File: src/rtl/pciei_sram_fifo_ctrl_pkg.sv
// rtl/pciei_sram_fifo_ctrl_pkg.sv - shared constants and push/pop qualifiers for pciei FIFOs
package pciei_sram_fifo_ctrl_pkg;

  typedef enum logic [1:0] {
    FIFO_ERR_NONE      = 2'd0,
    FIFO_ERR_OVERFLOW  = 2'd1,
    FIFO_ERR_UNDERFLOW = 2'd2
  } fifo_err_e;

  localparam logic [2:0] OUT_STAGE_DEPTH = 3'd2;

  function automatic logic push_qual(input logic wr_en, input logic full);
    return wr_en & ~full;
  endfunction

  function automatic logic pop_qual(input logic rd_en, input logic empty);
    return rd_en & ~empty;
  endfunction

endpackage

File: src/rtl/pciei_fifo_out_stage.sv
// rtl/pciei_fifo_out_stage.sv - two-entry head/skid output register for FWFT FIFOs
module pciei_fifo_out_stage
  import pciei_sram_fifo_ctrl_pkg::*;
#(
  parameter int DATA_WIDTH = 88
) (
  input  logic                  clk,
  input  logic                  rst_n,
  input  logic                  load,
  input  logic [DATA_WIDTH-1:0] load_data,
  input  logic                  pop,
  output logic [DATA_WIDTH-1:0] head,
  output logic [1:0]            out_cnt
);

  logic [DATA_WIDTH-1:0] head_q, head_d, skid_q, skid_d;
  logic [1:0]            cnt_q, cnt_d;

  always_comb begin
    head_d = head_q;
    skid_d = skid_q;
    cnt_d  = cnt_q;
    if (pop && cnt_q == 2'd2) head_d = skid_q;
    // a return lands in head only when head is free (or being vacated with no skid behind it)
    if (load) begin
      if (cnt_q == 2'd0 || (cnt_q == 2'd1 && pop)) head_d = load_data;
      else skid_d = load_data;
    end
    case ({load, pop})
      2'b10:   cnt_d = cnt_q + 2'd1;
      2'b01:   cnt_d = cnt_q - 2'd1;
      default: cnt_d = cnt_q;
    endcase
  end

  always_ff @(posedge clk or negedge rst_n) begin
    if (!rst_n) begin
      head_q <= '0;
      skid_q <= '0;
      cnt_q  <= 2'd0;
    end else begin
      head_q <= head_d;
      skid_q <= skid_d;
      cnt_q  <= cnt_d;
    end
  end

  assign head    = head_q;
  assign out_cnt = cnt_q;

endmodule

File: src/rtl/pciei_sram_fifo_ctrl.sv
// rtl/pciei_sram_fifo_ctrl.sv - FWFT FIFO controller using an external two-port SRAM as storage
// Pointers, occupancy counters and SRAM strobes live here; the head/skid stage is a sub-module.
module pciei_sram_fifo_ctrl
  import pciei_sram_fifo_ctrl_pkg::*;
#(
  parameter int DATA_WIDTH = 88,
  parameter int ADDR_WIDTH = 10,
  parameter int FIFO_DEPTH = 1024
) (
  input  logic                  clk,
  input  logic                  rst_n,
  input  logic                  wr_en,
  input  logic [DATA_WIDTH-1:0] wr_data,
  output logic                  full,
  input  logic                  rd_en,
  output logic [DATA_WIDTH-1:0] rd_data,
  output logic                  empty,
  output logic [ADDR_WIDTH:0]   count,
  output logic                  overflow,
  output logic                  underflow,
  output logic                  sram_wr_cen,
  output logic [ADDR_WIDTH-1:0] sram_wr_a,
  output logic [DATA_WIDTH-1:0] sram_wr_d,
  output logic                  sram_rd_cen,
  output logic [ADDR_WIDTH-1:0] sram_rd_a,
  input  logic [DATA_WIDTH-1:0] sram_rd_q
);

  localparam logic [ADDR_WIDTH:0]   DEPTH_CNT = (ADDR_WIDTH + 1)'(FIFO_DEPTH);
  localparam logic [ADDR_WIDTH:0]   CNT_ONE   = {{ADDR_WIDTH{1'b0}}, 1'b1};
  localparam logic [ADDR_WIDTH-1:0] PTR_ONE   = {{(ADDR_WIDTH - 1){1'b0}}, 1'b1};

  logic [ADDR_WIDTH-1:0] wr_ptr_q, wr_ptr_d, rd_ptr_q, rd_ptr_d;
  logic [ADDR_WIDTH:0]   mem_cnt_q, mem_cnt_d, count_q, count_d;
  logic                  inflight_q, inflight_d;
  logic                  overflow_q, overflow_d, underflow_q, underflow_d;
  logic [1:0]            out_cnt;
  logic [2:0]            stage_occ;
  logic                  push, pop, issue;

  assign full  = (count_q == DEPTH_CNT);
  assign empty = (out_cnt == 2'd0);
  // the write strobe must read idle while reset is held, whatever wr_en does
  assign push  = push_qual(wr_en, full) & rst_n;
  assign pop   = pop_qual(rd_en, empty);

  // only prefetch when the output stage will still have room once the read returns
  assign stage_occ = {1'b0, out_cnt} + {2'b00, inflight_q} - {2'b00, pop};
  assign issue     = (mem_cnt_q != '0) && (stage_occ < OUT_STAGE_DEPTH);

  always_comb begin
    wr_ptr_d    = wr_ptr_q;
    rd_ptr_d    = rd_ptr_q;
    mem_cnt_d   = mem_cnt_q;
    count_d     = count_q;
    inflight_d  = issue;
    overflow_d  = wr_en & full;
    underflow_d = rd_en & empty;
    if (push)  wr_ptr_d = wr_ptr_q + PTR_ONE;
    if (issue) rd_ptr_d = rd_ptr_q + PTR_ONE;
    case ({push, issue})
      2'b10:   mem_cnt_d = mem_cnt_q + CNT_ONE;
      2'b01:   mem_cnt_d = mem_cnt_q - CNT_ONE;
      default: mem_cnt_d = mem_cnt_q;
    endcase
    case ({push, pop})
      2'b10:   count_d = count_q + CNT_ONE;
      2'b01:   count_d = count_q - CNT_ONE;
      default: count_d = count_q;
    endcase
  end

  always_ff @(posedge clk or negedge rst_n) begin
    if (!rst_n) begin
      wr_ptr_q    <= '0;
      rd_ptr_q    <= '0;
      mem_cnt_q   <= '0;
      count_q     <= '0;
      inflight_q  <= 1'b0;
      overflow_q  <= 1'b0;
      underflow_q <= 1'b0;
    end else begin
      wr_ptr_q    <= wr_ptr_d;
      rd_ptr_q    <= rd_ptr_d;
      mem_cnt_q   <= mem_cnt_d;
      count_q     <= count_d;
      inflight_q  <= inflight_d;
      overflow_q  <= overflow_d;
      underflow_q <= underflow_d;
    end
  end

  pciei_fifo_out_stage #(
    .DATA_WIDTH(DATA_WIDTH)
  ) u_out_stage (
    .clk      (clk),
    .rst_n    (rst_n),
    .load     (inflight_q),
    .load_data(sram_rd_q),
    .pop      (pop),
    .head     (rd_data),
    .out_cnt  (out_cnt)
  );

  assign count       = count_q;
  assign overflow    = overflow_q;
  assign underflow   = underflow_q;
  assign sram_wr_cen = ~push;
  assign sram_wr_a   = wr_ptr_q;
  assign sram_wr_d   = push ? wr_data : '0;
  assign sram_rd_cen = ~issue;
  assign sram_rd_a   = rd_ptr_q;

endmodule

File: config.mk
export PLATFORM = sky130hd
export DESIGN_NAME = pciei_sram_fifo_ctrl
export DESIGN_NICKNAME = d
export VERILOG_FILES = /design/src/rtl/pciei_sram_fifo_ctrl_pkg.sv /design/src/rtl/pciei_fifo_out_stage.sv /design/src/rtl/pciei_sram_fifo_ctrl.sv
export SDC_FILE = /design/constraint.sdc
export NUM_CORES = 1
export LEC_CHECK = 0
export BUFFER_PORTS_ARGS = -buffer_cell sky130_fd_sc_hd__buf_2
export CAP_MARGIN = 20
export CORE_AREA = 2 2 155 157
export CTS_BUF_LIST = sky130_fd_sc_hd__clkbuf_2
export DETAILED_ROUTE_END_ITERATION = 10
export DIE_AREA = 0 0 157 159
export HOLD_SLACK_MARGIN = 0.1
export PLACE_DENSITY_LB_ADDON = 0.08
export SLEW_MARGIN = 20
export SYNTH_ARGS = -nofsm -noshare
export SYNTH_HDL_FRONTEND = slang
export SYNTH_HIERARCHICAL = 1
export SYNTH_SLANG_ARGS = --single-unit
export TNS_END_PERCENT = 30
File: constraint.sdc
create_clock -name clk -period 5.7 [get_ports clk]
set_clock_uncertainty 0.2 [all_clocks]
set_input_delay 0 -clock clk [delete_from_list [all_inputs] [get_ports clk]]
set_output_delay 0 -clock clk [all_outputs]
set_load 0.01 [all_outputs]
==> reports/qor.log <==
[status] status completed
[timing] unrepaired setup endpoints after global routing no
[timing] Slew headroom 31.8%
[finish] number of fillers in the final layout 1703
[synthesis] post-synth top area share 49.9%
[die] Boundary Pins 393
[job] max_cap viols 0
[hold_path] Hold Crit Class in -> out
[synthesis] top_reg_cell synth sky130_fd_sc_hd__dfrtp_1
[power] combinational group share of total power 51.3%
[timing] Setup TNS Final 0 ns
[synthesis] count of flip-flops with a built-in enable after synthesis 0
[finish] Layout Cell Area excl Fill 16200 µm²
[clocking] clock tree from TritonCTS done
[drt] residual antenna-violating net count after detailed routing 0
[placement] Final Wtd Congestion 0.888
[drt] DRC errors left 0
[die] area enclosed by the die boundary 25000 µm²
[synthesis] ranking of synthesized cells by area sky130_fd_sc_hd__dfrtp_1, sky130_fd_sc_hd__mux2_2, sky130_fd_sc_hd__and2_1, sky130_fd_sc_hd__ha_1, sky130_fd_sc_hd__mux2_4
[finish] share of cells above drive strength 1 49.8%
[die] Die W 157 µm
[clocking] H-tree depth 2
[critical_path] critical path launch point type register
[global_routing] All-Layer GR Usage 25.3%
[timing] fin crit share 83.0%
[die] floorplan die height 159 µm
[placement] Port-buffer cells 392
[timing] worst hold margin 0.0923 ns
[critical_path] crit path capture type register
[power] overall power consumption 8.09 mW
[placement] Placed Area 13400 µm²
[clocking] CTS root buffer sky130_fd_sc_hd__clkbuf_2
[clocking] total number of clock tree sinks 223
[critical_path] CP max FO 14
[synthesis] number of instances in the synthesized netlist 870
[finish] number of nets in the layout 1721
[power] Static Leakage 8.06 nW
[drt] DR iter-0 viols 361
[placement] pre-CTS setup slack 0.964 ns
[drt] detailed-route vias per instance 4.89
[timing] crit path time final 4.73 ns
[critical_path] series of cell instances along the critical path nor2_1 > nor2b_1 > ha_1 > nand2b_1 > fa_1 > xor2_1 > a311oi_2 > buf_4 > ha_1 > ha_1 > a211o_1 > a211oi_1 > or2_2 > a2bb2oi_1 > nor2b_1
[synthesis] leading cell types by count after synthesis sky130_fd_sc_hd__mux2_2, sky130_fd_sc_hd__dfrtp_1, sky130_fd_sc_hd__and2_1
[finish] area growth from synthesis to layout 44.7%
[global_routing] first-pass GRT wire length 50200 µm
[synthesis] async set-reset flop share out of synthesis 100%
[power] clock network fraction of design power 13.3%
[die] area of the core 23200 µm²
[synthesis] cell taking the most area after synthesis sky130_fd_sc_hd__dfrtp_1
[synthesis] most instantiated library cell after synthesis sky130_fd_sc_hd__mux2_2
[critical_path] R2R Setup Slk 0.97 ns
[power] power density cells 500 nW/µm²
[timing] PnR worst setup slack 0.970 ns
[critical_path] Worst path top cell family by delay adder cells
[timing] count of pins over their slew limit 0
[power] Switching Share 37.4%
[clocking] clock-pin slew on the worst setup and hold paths 0.10 ns
[global_routing] vias in the first global route 9878
[critical_path] delay of the slowest cell on the worst path 0.49 ns
[power] power dissipated by switching net loads 3.03 mW
[timing] maximum achievable frequency 0.211 GHz
[synthesis] yosys synthesis warning count 6
[synthesis] cell area after technology mapping 11200 µm²
[critical_path] Worst Setup Path Type reg -> reg
[critical_path] critical path's slowest cell sky130_fd_sc_hd__ha_1
[placement] half-perimeter wire length after detailed placement 20400 µm
[synthesis] average cell area after synthesis 12.9 µm²
[power] share of total power in sequential cells 35.4%
[die] starting density of the core 48.2%
[timing] final number of setup-violating endpoints 0
[synthesis] portion of the post-synthesis area used by sequential elements 49.9%
[clocking] Longest Clk Path Bufs 3
[synthesis] Post-Syn Nets 1080
[placement] cell count after placement 1546
[global_routing] pin count of the biggest net entering global routing 147
[die] Rows 56
[drt] wire length after detailed routing 31800 µm
[finish] final core utilization 69.8%
[power] peak supply drop 239 µV
[global_routing] grt total ovfl 0
[critical_path] cell repeated most along the worst path sky130_fd_sc_hd__ha_1
[power] internal power 5.07 mW
[clocking] Inserted Clock Buffers 60
[timing] Fin. Hold Viols 0
[clocking] clock latency reported for the late side of the worst-skew pair 0.86 ns
[clocking] total of cells resized after clock tree synthesis 0
[critical_path] buffering stage count on the worst path with inverters included 1
[synthesis] Netlist cell types 51
[clocking] Setup Buffers After CTS 0
[drt] routed via count 9181
[critical_path] required time at the worst-slack endpoint 6.30 ns
[timing] transition time at the pin with the least slew margin 1.02 ns
[synthesis] flops & latches, synth 223
[finish] final non-filler cell total 1876
[drt] number of iterations in the first detailed-routing pass 4
[global_routing] initial antenna violation count 3
[critical_path] endpoint arrival time on the critical path 5.33 ns
[drt] routed len/inst 16.9 µm
worst register-to-register path, stage by stage (launching register included):
cell	delay [ns]
sky130_fd_sc_hd__dfrtp_1	0.47
sky130_fd_sc_hd__nor2_1	0.11
sky130_fd_sc_hd__nor2b_1	0.42
sky130_fd_sc_hd__ha_1	0.32
sky130_fd_sc_hd__nand2b_1	0.16
sky130_fd_sc_hd__fa_1	0.40
sky130_fd_sc_hd__xor2_1	0.16
sky130_fd_sc_hd__a311oi_2	0.25
sky130_fd_sc_hd__buf_4	0.20
sky130_fd_sc_hd__ha_1	0.49
sky130_fd_sc_hd__ha_1	0.39
sky130_fd_sc_hd__a211o_1	0.33
sky130_fd_sc_hd__a211oi_1	0.31
sky130_fd_sc_hd__or2_2	0.19
sky130_fd_sc_hd__a2bb2oi_1	0.14
sky130_fd_sc_hd__nor2b_1	0.13
power groups by stage:
stage                     sequential [mW]  combinational [mW]  clock, mW
after floorplan                      2.98                2.78          0
after global placement               2.85                3.97          0
after detailed placement             2.88                4.03          0
after CTS                            2.85                4.16       1.13
after global routing                 2.97                4.57       1.22
final                                2.86                4.15       1.08
what timing repair did:
item	4_1_cts	5_1_grt
endpoints found under the setup margin	0	0
hold endpoints to repair	470	0
hold buffers	222	0
flip-flops by register name, summed over array words and instances, names as in the netlist:
name and cells:
count 11, inflight_q 1, mem_cnt_q 11, overflow 1, sram_rd_a 10, sram_wr_a 10
u_out_stage/head 88, u_out_stage/out_cnt 2, u_out_stage/skid_q 88, underflow 1
routing by layer:
layer / vias up / GRT usage [%] / part of all wire [%]
li1: 4407 / - / -
met3: 60 / 5.61 / 5.7
met2: 298 / 43.9 / 49
met1: 4416 / 30.6 / 42
met4: 0 / 9.30 / 2.8
met5: - / 0 / 0
final timing paths:
| check | startpoint | end | cells past startpoint |
|---|---|---|---|
| min in group asynchronous | rst_n | u_out_stage/head[3] | 5 |
| max in group asynchronous | rst_n | u_out_stage/skid_q[23] | 5 |
| worst max-delay path | u_out_stage/out_cnt[1] | mem_cnt_q[10] | 15 |
| worst min register to register | sram_wr_a[9] | sram_wr_a[9] | 1 |
| worst max register to register | u_out_stage/out_cnt[1] | mem_cnt_q[10] | 15 |
| worst min-delay path | wr_data[30] | sram_wr_d[30] | 3 |
layout by cell type (no fill, tap or decap), types with 4 or more instances in the layout:
cell type | synthesis | layout
sky130_fd_sc_hd__a21o_1 | 8 | 8
sky130_fd_sc_hd__a21oi_1 | 11 | 11
sky130_fd_sc_hd__and2_1 | 90 | 90
sky130_fd_sc_hd__and3_1 | 11 | 11
sky130_fd_sc_hd__buf_2 | 24 | 391
sky130_fd_sc_hd__buf_4 | 0 | 6
sky130_fd_sc_hd__clkbuf_2 | 0 | 94
sky130_fd_sc_hd__clkinv_1 | 0 | 9
sky130_fd_sc_hd__dfrtp_1 | 223 | 223
sky130_fd_sc_hd__dlygate4sd3_1 | 0 | 221
sky130_fd_sc_hd__ha_1 | 27 | 27
sky130_fd_sc_hd__inv_1 | 18 | 18
sky130_fd_sc_hd__mux2_2 | 247 | 247
sky130_fd_sc_hd__mux2_4 | 21 | 21
sky130_fd_sc_hd__nand2_1 | 28 | 26
sky130_fd_sc_hd__nand3_1 | 4 | 4
sky130_fd_sc_hd__nand4_1 | 10 | 10
sky130_fd_sc_hd__nor2_1 | 17 | 17
sky130_fd_sc_hd__nor3_1 | 6 | 6
sky130_fd_sc_hd__nor4_1 | 4 | 4
sky130_fd_sc_hd__o211ai_1 | 4 | 4
sky130_fd_sc_hd__o21a_1 | 5 | 5
sky130_fd_sc_hd__o21ai_0 | 20 | 20
sky130_fd_sc_hd__xnor2_1 | 19 | 19
sky130_fd_sc_hd__xor2_1 | 11 | 11
kinds of logic (layout without fill, tap and decap cells):
kind of cell    Yosys count  after routing  synth area share [%]
xor+xnor                 30             30                  2.35
fa+ha+maj                30             30                  3.56
mux                     269            269                  27.8
compound gates           74             74                  4.51
buf+inv                  60            745                  2.62
simple gates            184            184                  9.30
flops                   223            223                  49.9
other cells               0              2                     0
cell type report:
class,instances,area (µm²),area share (%)
timing repair buffer,621,4280,26.4
inverter,18,67.6,0.418
clock inverter,12,50.0,0.309
sequential,223,5580,34.5
antenna,2,5.00,0.0309
multi-input combinational,587,5330,33.0
clock buffer,94,470,2.91
tap,319,399,2.47
No activity file was read; power rests on OpenSTA's default activity.
